<file path="src/rtl/rv32i_types.sv">
`default_nettype none
// ============================================================================
//  Module      : rv32i_types (package)
//  Description : Shared rv32i pipeline types: opcodes, store funct3 codes,
//                control word, inter-stage register bundle, MEM FSM states.
//  Revision    : 1.0 - initial release
// ============================================================================
package rv32i_types;

  localparam int unsigned c_xlen = 32;

  typedef enum logic [6:0] {
    op_lui   = 7'b0110111,
    op_auipc = 7'b0010111,
    op_jal   = 7'b1101111,
    op_jalr  = 7'b1100111,
    op_br    = 7'b1100011,
    op_load  = 7'b0000011,
    op_store = 7'b0100011,
    op_imm   = 7'b0010011,
    op_reg   = 7'b0110011,
    op_csr   = 7'b1110011
  } rv32i_opcode;

  typedef enum logic [2:0] {
    sb = 3'b000,
    sh = 3'b001,
    sw = 3'b010
  } store_funct3_t;

  typedef struct packed {
    rv32i_opcode opcode;
    logic        load_regfile;
  } rv32i_control_word;

  typedef struct packed {
    logic [c_xlen-1:0] pc;
    logic [c_xlen-1:0] alu;
    logic [c_xlen-1:0] rs2;
    logic [2:0]        funct3;
    logic [4:0]        rd;
    rv32i_control_word ctrl;
  } stage_regs;

  typedef enum logic [0:0] {
    IDLE = 1'b0,
    BUSY = 1'b1
  } mem_state_t;

  // True for the two opcodes that need a data-memory transaction.
  function automatic logic is_mem_opcode(input rv32i_opcode op);
    return (op == op_load) || (op == op_store);
  endfunction

endpackage
`default_nettype wire

</file>
<file path="src/rtl/store_align.sv">
`default_nettype none
// ============================================================================
//  Module      : store_align
//  Description : Places store data on the correct byte lanes of the 32-bit
//                data bus and produces the matching byte enables.
//  Revision    : 1.0 - initial release
// ============================================================================
module store_align
  import rv32i_types::*;
(
  input  logic [2:0]  funct3,
  input  logic [1:0]  off,
  input  logic [31:0] rs2,
  output logic [3:0]  wmask,
  output logic [31:0] wdata
);

  logic [4:0] w_bit_shift;

  assign w_bit_shift = {off, 3'b000};

  // Lane mask and shifted data; bytes pushed past lane 3 simply fall off.
  always_comb begin
    wmask = 4'b0000;
    wdata = '0;
    case (funct3)
      sb: begin
        wmask = 4'b0001 << off;
        wdata = rs2 << w_bit_shift;
      end
      sh: begin
        wmask = 4'b0011 << off;
        wdata = rs2 << w_bit_shift;
      end
      sw: begin
        wmask = 4'b1111;
        wdata = rs2;
      end
      default: begin
        wmask = 4'b0000;
        wdata = '0;
      end
    endcase
  end

endmodule
`default_nettype wire

</file>
<file path="src/rtl/mem_access.sv">
`default_nettype none
// ============================================================================
//  Module      : mem_access
//  Description : rv32i MEM stage. Issues loads/stores to the data memory port,
//                stalls upstream while a request is outstanding, and registers
//                the MEM/WB bundle plus the raw load word for writeback.
//  Revision    : 1.0 - initial release
// ============================================================================
module mem_access
  import rv32i_types::*;
#(
  parameter int unsigned WIDTH = 32
) (
  input  logic             clk,
  input  logic             rst,
  input  stage_regs        regs_in,
  input  logic             valid_in,
  output logic             stall_out,
  output logic             dmem_read,
  output logic             dmem_write,
  output logic [WIDTH-1:0] dmem_address,
  output logic [3:0]       dmem_wmask,
  output logic [WIDTH-1:0] dmem_wdata,
  input  logic [WIDTH-1:0] dmem_rdata,
  input  logic             dmem_resp,
  output stage_regs        regs_out,
  output logic [WIDTH-1:0] rdata_out,
  output logic             valid_out
);

  mem_state_t       r_state;
  mem_state_t       w_state_next;
  stage_regs        r_hold;
  stage_regs        r_regs_out;
  logic [WIDTH-1:0] r_rdata_out;
  logic             r_valid_out;

  logic             w_mem_op;
  logic             w_busy;
  logic             w_hold_load;
  logic             w_hold_store;
  logic [3:0]       w_align_wmask;
  logic [WIDTH-1:0] w_align_wdata;

  assign w_mem_op     = valid_in & is_mem_opcode(regs_in.ctrl.opcode);
  assign w_busy       = (r_state == BUSY);
  assign w_hold_load  = (r_hold.ctrl.opcode == op_load);
  assign w_hold_store = (r_hold.ctrl.opcode == op_store);

  store_align u_store_align (
    .funct3 (r_hold.funct3),
    .off    (r_hold.alu[1:0]),
    .rs2    (r_hold.rs2),
    .wmask  (w_align_wmask),
    .wdata  (w_align_wdata)
  );

  // Next state: leave IDLE on a memory instruction, return on the response.
  always_comb begin
    w_state_next = r_state;
    case (r_state)
      IDLE:    if (w_mem_op)  w_state_next = BUSY;
      BUSY:    if (dmem_resp) w_state_next = IDLE;
      default: w_state_next = IDLE;
    endcase
  end

  // State register.
  always_ff @(posedge clk) begin
    if (rst) begin
      r_state <= IDLE;
    end else begin
      r_state <= w_state_next;
    end
  end

  // Hold register captures the memory instruction for the whole transaction.
  always_ff @(posedge clk) begin
    if (rst) begin
      r_hold <= '0;
    end else if (!w_busy && w_mem_op) begin
      r_hold <= regs_in;
    end
  end

  // MEM/WB register: non-memory ops pass in one cycle, memory ops on response.
  always_ff @(posedge clk) begin
    if (rst) begin
      r_regs_out  <= '0;
      r_rdata_out <= '0;
      r_valid_out <= 1'b0;
    end else begin
      r_valid_out <= 1'b0;
      if (!w_busy) begin
        if (valid_in && !w_mem_op) begin
          r_regs_out  <= regs_in;
          r_valid_out <= 1'b1;
        end
      end else if (dmem_resp) begin
        r_regs_out  <= r_hold;
        r_valid_out <= 1'b1;
        if (w_hold_load) begin
          r_rdata_out <= dmem_rdata;
        end
      end
    end
  end

  // Memory port is only active in BUSY; everything else idles at zero.
  always_comb begin
    stall_out    = w_busy;
    dmem_read    = w_busy & w_hold_load;
    dmem_write   = w_busy & w_hold_store;
    dmem_address = w_busy ? {r_hold.alu[WIDTH-1:2], 2'b00} : '0;
    dmem_wmask   = (w_busy & w_hold_store) ? w_align_wmask : 4'b0000;
    dmem_wdata   = (w_busy & w_hold_store) ? w_align_wdata : '0;
  end

  // Bundle holds its contents, but a bubble must never write the regfile.
  always_comb begin
    regs_out                   = r_regs_out;
    regs_out.ctrl.load_regfile = r_regs_out.ctrl.load_regfile & r_valid_out;
    rdata_out                  = r_rdata_out;
    valid_out                  = r_valid_out;
  end

endmodule
`default_nettype wire

</file>
<file path="config.mk">
export PLATFORM = sky130hd
export DESIGN_NAME = mem_access
export DESIGN_NICKNAME = d
export VERILOG_FILES = /design/src/rtl/rv32i_types.sv /design/src/rtl/store_align.sv /design/src/rtl/mem_access.sv
export SDC_FILE = /design/constraint.sdc
export NUM_CORES = 1
export LEC_CHECK = 0
export CAP_MARGIN = 20
export CORE_MARGIN = 5
export CORE_UTILIZATION = 35
export DETAILED_ROUTE_END_ITERATION = 16
export GPL_ROUTABILITY_DRIVEN = 0
export REMOVE_ABC_BUFFERS = 1
export SETUP_SLACK_MARGIN = 0.05
export SLEW_MARGIN = 10
export SYNTH_ARGS = -nofsm -noshare
export SYNTH_HDL_FRONTEND = slang
export SYNTH_SLANG_ARGS = --single-unit
</file>
<file path="constraint.sdc">
create_clock -name clk -period 2.68 [get_ports clk]
set_clock_uncertainty 0.05 [all_clocks]
set_input_delay 0.536 -clock clk [delete_from_list [all_inputs] [get_ports clk]]
set_output_delay 0.536 -clock clk [all_outputs]
set_load 0.05 [all_outputs]
</file>
**Word-level counts from Yosys, hierarchy flattened**

Cells that the tools add are included.

- Flip-flop bits (word level): 258
- Input bits: 148
- Output and inout bits: 216
- Word-level logic and storage cells: 56

- Equal/unequal tests: 7
- Shift-type cells: 3
- Multiplexer cells: 14
- Bitwise operators: 5
- Reduce and logical (&&, ||, !) cells: 10

Operator list:

| cell | count |
|---|---|
| 2-to-1 mux 112 bit | 3 |
| 2-to-1 mux 32 bit | 2 |
| case mux 32 bit (2 select lines) | 1 |
| << shifter 32 x 5 -> 32 bit | 1 |
| == test 7 x 2 -> 1 bit (second input constant) | 2 |
| == test 7 x 6 -> 1 bit (second input constant) | 2 |
| case mux 4 bit (3 select lines) | 1 |
| 2-to-1 mux 1 bit | 5 |
| bitwise AND 1 bit | 4 |
| 2-to-1 mux 4 bit | 1 |
| << shifter 1 x 2 -> 4 bit (first input constant) | 1 |
| << shifter 2 x 2 -> 4 bit (first input constant) | 1 |
| == test 3 x 1 -> 1 bit (second input constant) | 1 |
| == test 3 x 2 -> 1 bit (second input constant) | 1 |
| zero test 3 bit | 1 |
| AND reduction 3 bit | 1 |
| logical AND 1 bit | 2 |
| zero test 1 bit | 2 |
| inequality test 2 bit (second input constant) | 1 |
| case mux 1 bit (2 select lines) | 1 |
| AND reduction 2 bit | 1 |
| nonzero test 2 bit | 1 |
| OR reduction 2 bit | 1 |
| logical OR 1 bit | 1 |
| NOT 1 bit | 1 |

**Logic depth before layout (Yosys ltp)**

Gate-level depths: netlist of run 1.

- Depth in word-level cells: 7
- Gate-level depth with buffers: 7
- Gate-level depth less buffers: 4

**Hierarchy**

Synthesis of run 1 repeated with hierarchy kept, for this count alone.

- Cell total of the unflattened synthesis: 1,569
- Area, all modules: 14,928.1 um2

Modules (own cells, without submodules):

| module | times used | cells each | area each (um2) | sequential area each (um2) |
|---|---|---|---|---|
| mem_access | 1 | 1,470 | 14,236.2 | 5,165.0 |
| store_align | 1 | 99 | 691.9 | 0.0 |

**Worst setup path after synthesis of run 1**

No wires, ideal clock.

- Path kind: register to output
- Start: register r_state, in the netlist stall_out
- End: output dmem_wmask[2]
- Arrival time: 2.718 ns
- Data required time: 2.094 ns
- Path slack: -0.624 ns
- Stages on the path, launching flop included: 5
- Path buffers: 1
- Path through: dfxtp_1 -> nand4bb_1 -> or2_2 -> clkbuf_1 -> a211oi_1

- Cells in the longest elaborated chain, start to end: 2

Ends and longest elaborated chain:

| element | RTL line | source |
|---|---|---|
| start: declaration | mem_access.sv:31 | `mem_state_t r_state;` |
| start signal: assignment | mem_access.sv:73 | `r_state <= w_state_next;` |
| bitwise AND 1 bit | mem_access.sv:115 | `dmem_wmask = (w_busy & w_hold_store) ? w_align_wmask : 4'b0000;` |
| 2-to-1 mux 4 bit | mem_access.sv:115 |  |
| end: declaration | mem_access.sv:22 | `output logic [3:0] dmem_wmask,` |

No other way between the ends.

**Worst setup path after layout of run 1**

- Start: register r_hold[15] in the netlist's numbering
- End: output dmem_wdata[23]

- Cells in the longest elaborated chain, start to end: 4
- Elaborated cells between the ends (all ways): 6
- Those cells by class: eq/ne: 2; mux: 2; reduce/logical: 2

Ends and longest elaborated chain:

| element | RTL line | source |
|---|---|---|
| start: declaration | mem_access.sv:33 | `stage_regs r_hold;` |
| start signal: assignment | mem_access.sv:82 | `r_hold <= regs_in;` |
| == test 3 x 1 -> 1 bit or zero test 3 bit (tied branches) | store_align.sv:26 | `case (funct3)` |
| OR reduction 2 bit (no line) | n/a |  |
| case mux 32 bit (2 select lines) * | store_align.sv:26 |  |
| 2-to-1 mux 32 bit * | mem_access.sv:116 | `dmem_wdata = (w_busy & w_hold_store) ? w_align_wdata : '0;` |
| end: declaration | mem_access.sv:23 | `output logic [WIDTH-1:0] dmem_wdata,` |

Mark *: on every way between the ends. The rest lies on a longest branch, timed or not.

==> insert_results.sql, run 1 <==
INSERT INTO impl_metrics (metric_group, metric, value, unit) VALUES
('die', 'io_pins', '364', ''),
('sta', 'unrepaired_setup_endpoints_after_global_routing', 'yes', ''),
('clocking', 'count_of_hold_fix_buffers_inserted_at_cts', '0', ''),
('clocking', 'clock-sinks', '258', ''),
('critical_path', 'slowest_cell_on_the_critical_path', 'sky130_fd_sc_hd__or4_4', ''),
('routing', 'postRouteWirelength', '48000', 'um'),
('grt', 'largest_net_degree_at_the_start_of_global_routing', '108', ''),
('sta', 'final_min_period_over_clock_period', '108', '%'),
('grt', 'global_route.usage.total', '21.2', '%'),
('min_path', 'min_to', 'regs_out[32]', ''),
('place', 'place_ws', '150', 'ps'),
('pwr', 'irDropWorstVdd', '0.463', 'mV'),
('synth', 'post_synthesis_cells', '1569', ''),
('sta', 'slew-limit-headroom', '57.3', '%'),
('die', 'fp.dieH', '206', 'um'),
('pwr', 'cellPowerDensity', '519', 'nW/um^2'),
('run_status', 'violations', 'setup timing', ''),
('cells_and_area', 'final_nets', '1901', ''),
('sta', 'finalSetupViolCount', '29', ''),
('critical_path', 'worstPathRequired', '2090', 'ps'),
('critical_path', 'worstPathCellList', 'or4_4, a211oi_4, buf_6, buf_16, a22o_4, buf_12', ''),
('clocking', 'htreeDepth', '1', ''),
('cells_and_area', 'area_growth_from_synthesis_to_final_layout', '41.5', '%'),
('synth', 'number_of_enable_flip_flop_cells_after_synthesis', '0', ''),
('routing', 'drt.antenna.violating_nets', '0', ''),
('die', 'placementRows', '71', ''),
('critical_path', 'worst-path-buf-inv', '3', ''),
('pwr', 'p_switching', '2.76', 'mW'),
('sta', 'finalWorstSetupSlack', '-225', 'ps'),
('routing', 'drt_iter0_markers', '717', ''),
('synth', 'mappedNetlistArea', '13400', 'um^2'),
('grt', 'grt_overflow', '0', ''),
('place', 'io_buffer_count', '361', ''),
('critical_path', 'cp_data_arrival_time', '2320', 'ps'),
('pwr', 'pwr-share-comb', '16.3', '%'),
('cells_and_area', 'drive_above_1_share', '20.8', '%'),
('pwr', 'pwr-share-clk', '42.7', '%'),
('run_status', 'outcome', 'finished with violations', ''),
('critical_path', 'cp_top_family', 'simple AND/OR/NAND/NOR gates', ''),
('clocking', 'worst_skew_pair.late_latency', '550', 'ps'),
('critical_path', 'worst_r2r_path_depth', '5', ''),
('synth', 'synth_flop_cell', 'sky130_fd_sc_hd__dfxtp_1', ''),
('critical_path', 'cp.depth', '6', ''),
('synth', 'async_reset_ff_share', '0', '%'),
('synth', 'seq_area_frac_synth', '38.5', '%'),
('sta', 'final_max_slew_viol_count', '0', ''),
('clocking', 'clockRootBuffer', 'sky130_fd_sc_hd__clkbuf_16', ''),
('critical_path', 'worst_r2r_startpoint', 'stall_out', ''),
('sta', 'tightest_slew', '639', 'ps'),
('routing', 'route.detailed.vias_per_inst', '5.44', ''),
('min_path', 'hold-path-cell-count', '2', ''),
('sta', 'fin_setup_tns', '-5030', 'ps'),
('die', 'floorplan.die.width', '206', 'um'),
('die', 'placeableCoreArea', '37800', 'um^2'),
('clocking', 'clk_pin_slew', '60', 'ps'),
('sta', 'clock.fmax', '0.344', 'GHz'),
('clocking', 'cts_tree', 'yes', ''),
('synth', 'synth.yosys.warnings', '0', ''),
('pwr', 'p_leak', '6.47', 'nW'),
('sta', 'final-hold-violation-count', '0', ''),
('critical_path', 'worst-path-max-fanout', '7', ''),
('critical_path', 'startpoint_type_of_the_worst_setup_path', 'flip-flop', ''),
('critical_path', 'timing.critical_path.to_type', 'output port', ''),
('critical_path', 'crit_type', 'flip-flop to output port', ''),
('clocking', 'buffer_depth_of_the_longest_clock_path', '3', ''),
('routing', 'wl_per_cell', '21.0', 'um'),
('routing', 'route.detailed.drc', '0', ''),
('synth', 'yosys_register_bits', '258', ''),
('pwr', 'power_frac_seq', '41.0', '%'),
('critical_path', 'critical_path.reg2reg.endpoint', 'r_hold[47]', ''),
('routing', 'detailroute.via_count', '12500', '');
==> power groups by stage <==
stage | Clock (mW) | Combinational (mW) | Sequential (mW)
after CTS | 4.29 | 1.61 | 4.05
after floorplan | 0 | 0.384 | 4.54
after global placement | 0 | 1.59 | 4.13
after detailed placement | 0 | 1.60 | 4.13
after global routing | 4.45 | 1.70 | 4.06
final | 4.20 | 1.61 | 4.04
==> cell usage in the layout, fill, tap and decap left out, types with 16 or more instances in the layout <==
cell type and count:
sky130_fd_sc_hd__clkdlybuf4s50_1 291, sky130_fd_sc_hd__dfxtp_1 250, sky130_fd_sc_hd__a211oi_1 224, sky130_fd_sc_hd__a21oi_1 147, sky130_fd_sc_hd__inv_1 121, sky130_fd_sc_hd__mux2_2 112
sky130_fd_sc_hd__nand3_1 106, sky130_fd_sc_hd__o21ai_0 104, sky130_fd_sc_hd__buf_12 72, sky130_fd_sc_hd__buf_4 50, sky130_fd_sc_hd__o31ai_1 32, sky130_fd_sc_hd__nand4_1 32
sky130_fd_sc_hd__clkbuf_16 32, sky130_fd_sc_hd__and2_1 31, sky130_fd_sc_hd__a22o_4 16
==> metrics by stage <==
stage               util (%)  instance area [um^2]  total power [mW]  hold WS (ps)  std cells
finish                  50.3                 19000              9.85           405       2290
global placement        46.0                 17400              5.72           391       2211
detailed placement      46.0                 17400              5.73           395       2211
global route            50.3                 19000              10.2           421       2289
floorplan                  -                 11800              4.93           371       1280
CTS                     49.6                 18700              9.95           407       2277
==> registers in the layout, summed over array words and instances (netlist names) <==
signal,cells
r_hold,112
r_regs_out,1
rdata_out,32
regs_out,111
stall_out,1
valid_out,1
==> cells in the mapped netlist, types with 2 or more instances <==
master,n,share of area [%]
sky130_fd_sc_hd__nor2_1,21,0.59
sky130_fd_sc_hd__o2bb2ai_1,8,0.52
sky130_fd_sc_hd__nand4_1,32,1.5
sky130_fd_sc_hd__mux2i_1,9,0.67
sky130_fd_sc_hd__mux2_2,112,9.4
sky130_fd_sc_hd__buf_2,37,1.4
sky130_fd_sc_hd__a21oi_1,149,5.6
sky130_fd_sc_hd__o32a_2,7,0.59
sky130_fd_sc_hd__buf_4,113,6.3
sky130_fd_sc_hd__dfxtp_1,258,38
sky130_fd_sc_hd__or2_2,2,0.093
sky130_fd_sc_hd__o21a_1,2,0.11
sky130_fd_sc_hd__clkbuf_1,122,3.4
sky130_fd_sc_hd__nand4bb_1,3,0.25
sky130_fd_sc_hd__a22o_2,6,0.45
sky130_fd_sc_hd__and2_1,39,1.8
sky130_fd_sc_hd__nor3_1,4,0.15
sky130_fd_sc_hd__buf_6,3,0.25
sky130_fd_sc_hd__buf_1,15,0.42
sky130_fd_sc_hd__a22o_1,9,0.59
sky130_fd_sc_hd__nor3b_1,4,0.22
sky130_fd_sc_hd__o31ai_1,32,1.8
sky130_fd_sc_hd__inv_1,122,3.4
sky130_fd_sc_hd__a211oi_1,225,13
sky130_fd_sc_hd__o21ai_1,4,0.15
sky130_fd_sc_hd__or4b_1,2,0.15
sky130_fd_sc_hd__o21ai_0,104,3.9
sky130_fd_sc_hd__nand3_1,106,4.0
==> worst min-delay path, cell delays in order (launching register included) <==
cell and delay, ps:
sky130_fd_sc_hd__dfxtp_1 310, sky130_fd_sc_hd__inv_1 50, sky130_fd_sc_hd__a211oi_1 50
==> kinds of logic (layout without fill, tap and decap cells) <==
kind of cell	count (synthesis)	after routing	synth area share, %
AND/OR/NAND/NOR	224	224	9.51
buffers and inverters	413	619	15.2
AO/OA/AOI/OAI	552	552	26.7
multiplexers	121	121	10.1
flip-flops	258	258	38.5
other	1	5	0.0279
==> timing repair <==
action                                  4_1_cts  5_1_grt
pin swaps                                    10       12
setup buffers                                 8        8
endpoints found under the hold margin         0        0
gates resized for setup                      65       35
endpoints found under the setup margin       59       37
gates cloned                                  3        2
==> layout make-up <==
class                   instances  area [um^2]
diodes                          3         7.51
clock buffers                  46          902
clock inverters                 9         97.6
fillers                      3473        18800
inverters                     123          464
multi-input cells             899         6620
flip-flops and latches        258         5180
well taps                     511          639
repair buffers                441         5080
==> metal layers <==
| layer | vias up | track usage (%) | part of all wire (%) |
|---|---|---|---|
| li1 | 5931 | - | - |
| met1 | 6015 | 27.8 | 42 |
| met2 | 441 | 35.0 | 47 |
| met3 | 65 | 5.65 | 8.1 |
| met4 | 6 | 4.78 | 2.3 |
| met5 | - | 0 | 0.090 |
==> worst max path at each step <==
| stage | end | from |
|---|---|---|
| floorplan | r_hold[1] | stall_out |
| global placement | r_hold[49] | regs_in[5] |
| detailed placement | r_hold[84] | regs_in[5] |
| CTS | dmem_wdata[25] | r_hold[48] |
| global route | dmem_wdata[23] | r_hold[15] |
| finish | dmem_wdata[23] | r_hold[15] |
Note: power is estimated with default switching activity, not from simulation.
==> run 2: changes to the inputs <==
--- a/config.mk
+++ b/config.mk
@@ -10,7 +10,6 @@
 export CORE_UTILIZATION = 35
 export DETAILED_ROUTE_END_ITERATION = 16
 export GPL_ROUTABILITY_DRIVEN = 0
-export REMOVE_ABC_BUFFERS = 1
 export SETUP_SLACK_MARGIN = 0.05
 export SLEW_MARGIN = 10
 export SYNTH_ARGS = -nofsm -noshare
==> run 2 against run 1 <==
Net effect:
- the flow still finishes with violations (setup timing)
- critical endpoint is now dmem_wdata[20]
- sequential share of layout area grew 0.41 points
- die area is the same
- flip-flop and latch count is the same
==> insert_results.sql, run 2 (synthesis results as in run 1) <==
INSERT INTO impl_metrics (metric_group, metric, value, unit) VALUES
('clocking', 'worst_skew_pair.late_latency', '510', 'ps'),
('routing', 'route.detailed.vias_per_inst', '5.43', ''),
('sta', 'tightest_slew', '673', 'ps'),
('sta', 'final_min_period', '2870', 'ps'),
('critical_path', 'timing.critical_path.to_type', 'output port', ''),
('routing', 'route.detailed.drc', '0', ''),
('clocking', 'cts_tree', 'yes', ''),
('grt', 'antenna_violations_before_repair', '0', ''),
('critical_path', 'worstPathRequired', '2090', 'ps'),
('cells_and_area', 'nFillCells', '3516', ''),
('sta', 'final_min_period_over_clock_period', '107', '%'),
('grt', 'grt_pass1_wl', '72700', 'um'),
('sta', 'unrepaired_setup_endpoints_after_global_routing', 'yes', ''),
('grt', 'grt_overflow', '0', ''),
('place', 'place_hpwl', '29900', 'um'),
('sta', 'finalSetupViolCount', '33', ''),
('pwr', 'irDropWorstVdd', '0.411', 'mV'),
('sta', 'finalWorstSetupSlack', '-186', 'ps'),
('run_status', 'outcome', 'finished with violations', ''),
('sta', 'final-hold-violation-count', '0', ''),
('clocking', 'numCtsBuffers', '34', ''),
('die', 'die_area', '42400', 'um^2'),
('clocking', 'buffer_depth_of_the_longest_clock_path', '3', ''),
('critical_path', 'worstPathCellList', 'or4_4, a211oi_4, buf_6, buf_4, a22o_2, buf_12', ''),
('die', 'fp.dieH', '206', 'um'),
('sta', 'final_max_slew_viol_count', '0', ''),
('routing', 'detailroute.via_count', '12300', ''),
('cells_and_area', 'final-seq-area', '5180', 'um^2'),
('routing', 'wl_per_cell', '20.7', 'um'),
('cells_and_area', 'layout_common_cells', '291 x sky130_fd_sc_hd__clkdlybuf4s50_1, 251 x sky130_fd_sc_hd__dfxtp_1, 224 x sky130_fd_sc_hd__a211oi_1', ''),
('cells_and_area', 'drive_above_1_share', '19.9', '%'),
('critical_path', 'cp_top_family', 'simple AND/OR/NAND/NOR gates', ''),
('min_path', 'hold_path_class', 'flip-flop to flip-flop', ''),
('die', 'floorplan.die.width', '206', 'um'),
('clocking', 'clock-sinks', '258', ''),
('grt', 'largest_net_degree_at_the_start_of_global_routing', '96', ''),
('place', 'io_buffer_count', '361', ''),
('routing', 'drt.antenna.violating_nets', '0', ''),
('clocking', 'htreeDepth', '2', ''),
('die', 'placementRows', '71', ''),
('cells_and_area', 'final_util', '49.5', '%'),
('die', 'initial_core_utilization', '35.6', '%'),
('critical_path', 'startpoint_type_of_the_worst_setup_path', 'flip-flop', ''),
('cells_and_area', 'multi_input_comb_area', '6480', 'um^2'),
('critical_path', 'crit_path_max_incr_delay', '560', 'ps'),
('place', 'dpl_cell_area', '17100', 'um^2'),
('routing', 'firstDrtPassIters', '5', ''),
('cells_and_area', 'final_nets', '1883', ''),
('clocking', 'clockRootBuffer', 'sky130_fd_sc_hd__clkbuf_16', ''),
('critical_path', 'slowest_cell_on_the_critical_path', 'sky130_fd_sc_hd__or4_4', ''),
('cells_and_area', 'largest_reg_flops', '112', ''),
('cells_and_area', 'max_flop_register', 'r_hold', ''),
('routing', 'drt_iter0_markers', '636', ''),
('grt', 'vias_in_the_first_global_route', '12400', ''),
('critical_path', 'cp_data_arrival_time', '2280', 'ps'),
('sta', 'final.hold.worst_slack', '403', 'ps'),
('flow_run', 'timing.max_cap.violations', '0', ''),
('routing', 'postRouteWirelength', '47100', 'um'),
('die', 'placeableCoreArea', '37800', 'um^2'),
('cells_and_area', 'layout.cell_area.non_filler', '18700', 'um^2'),
('grt', 'global_route.usage.total', '21.2', '%'),
('pwr', 'p_leak', '6.27', 'nW'),
('critical_path', 'worst-path-max-fanout', '5', ''),
('cells_and_area', 'area_growth_from_synthesis_to_final_layout', '39.3', '%'),
('clocking', 'count_of_hold_fix_buffers_inserted_at_cts', '0', ''),
('critical_path', 'worst-path-buf-inv', '3', ''),
('run_status', 'violations', 'setup timing', ''),
('pwr', 'cellPowerDensity', '571', 'nW/um^2'),
('critical_path', 'crit_type', 'flip-flop to output port', ''),
('clocking', 'clk_pin_slew', '60', 'ps'),
('sta', 'clock.fmax', '0.349', 'GHz'),
('sta', 'slew-limit-headroom', '55.1', '%'),
('die', 'io_pins', '364', ''),
('cells_and_area', 'most_common_cell_after_layout_fill_and_taps_aside', 'sky130_fd_sc_hd__clkdlybuf4s50_1', '');
[run 2: cell count changes in the layout (fill, tap and decap cells not counted), sizes merged]
cell,previous run,this run
dlygate4sd2,12,0
or2,2,3
clkinvlp,1,2
buf,135,126
bufinv,2,6
inv,122,123
clkbuf,48,51
bufbuf,1,0
clkinv,7,4
[run 2: tightest hold or removal path, stage by stage (launching register included)]
cell and delay [ps]:
sky130_fd_sc_hd__dfxtp_1 300, sky130_fd_sc_hd__inv_1 50, sky130_fd_sc_hd__a211oi_1 50
[run 2: where the power goes]
| part | internal, mW | switching (mW) | leakage, nW |
|---|---|---|---|
| Clock | 3.26 | 1.78 | 0.609 |
| Sequential | 3.97 | 0.0746 | 2.11 |
| Combinational | 0.626 | 0.966 | 3.55 |
[run 2: final cells by class]
class / instances / share of cell area [%]
clock inverter: 12 / 1.17
antenna: 3 / 0.0401
tap: 511 / 3.42
inverter: 123 / 2.47
clock buffer: 50 / 5.53
timing repair buffer: 418 / 25.0
multi-input combinational: 900 / 34.6
sequential: 258 / 27.7
[run 2: worst paths after layout]
path,cells past startpoint,slack [ps],end,from
worst min register to register,2,400,regs_out[97],regs_out[97]
worst min-delay path,2,400,regs_out[97],regs_out[97]
worst max-delay path,6,-190,dmem_wdata[20],r_hold[15]
worst max register to register,5,470,regs_out[17],stall_out
[run 2: layer usage]
layer | global-route usage (%) | share of wire (%)
met5 | 0 | 0
met4 | 7.30 | 3.1
met1 | 28.9 | 44
met3 | 5.13 | 7.6
met2 | 32.9 | 45
[run 2: timing repair]
action / in CTS / in global routing
resized for setup: 22 / 19
pin swaps: 4 / 4
gates cloned: 2 / 0
setup buffers: 4 / 8
endpoints found under the setup margin: 38 / 37
[run 2: stage by stage]
stage                     setup TNS (ps)  setup WS, ps  total power, mW  instances
after detailed placement               0           187             5.71       2195
after global placement                 0           259             5.70       2195
after floorplan                        0          77.7             5.18       1570
after CTS                          -4300          -201             10.8       2263
after global routing               -6550          -261             11.1       2272
final                              -4050          -186             10.7       2275
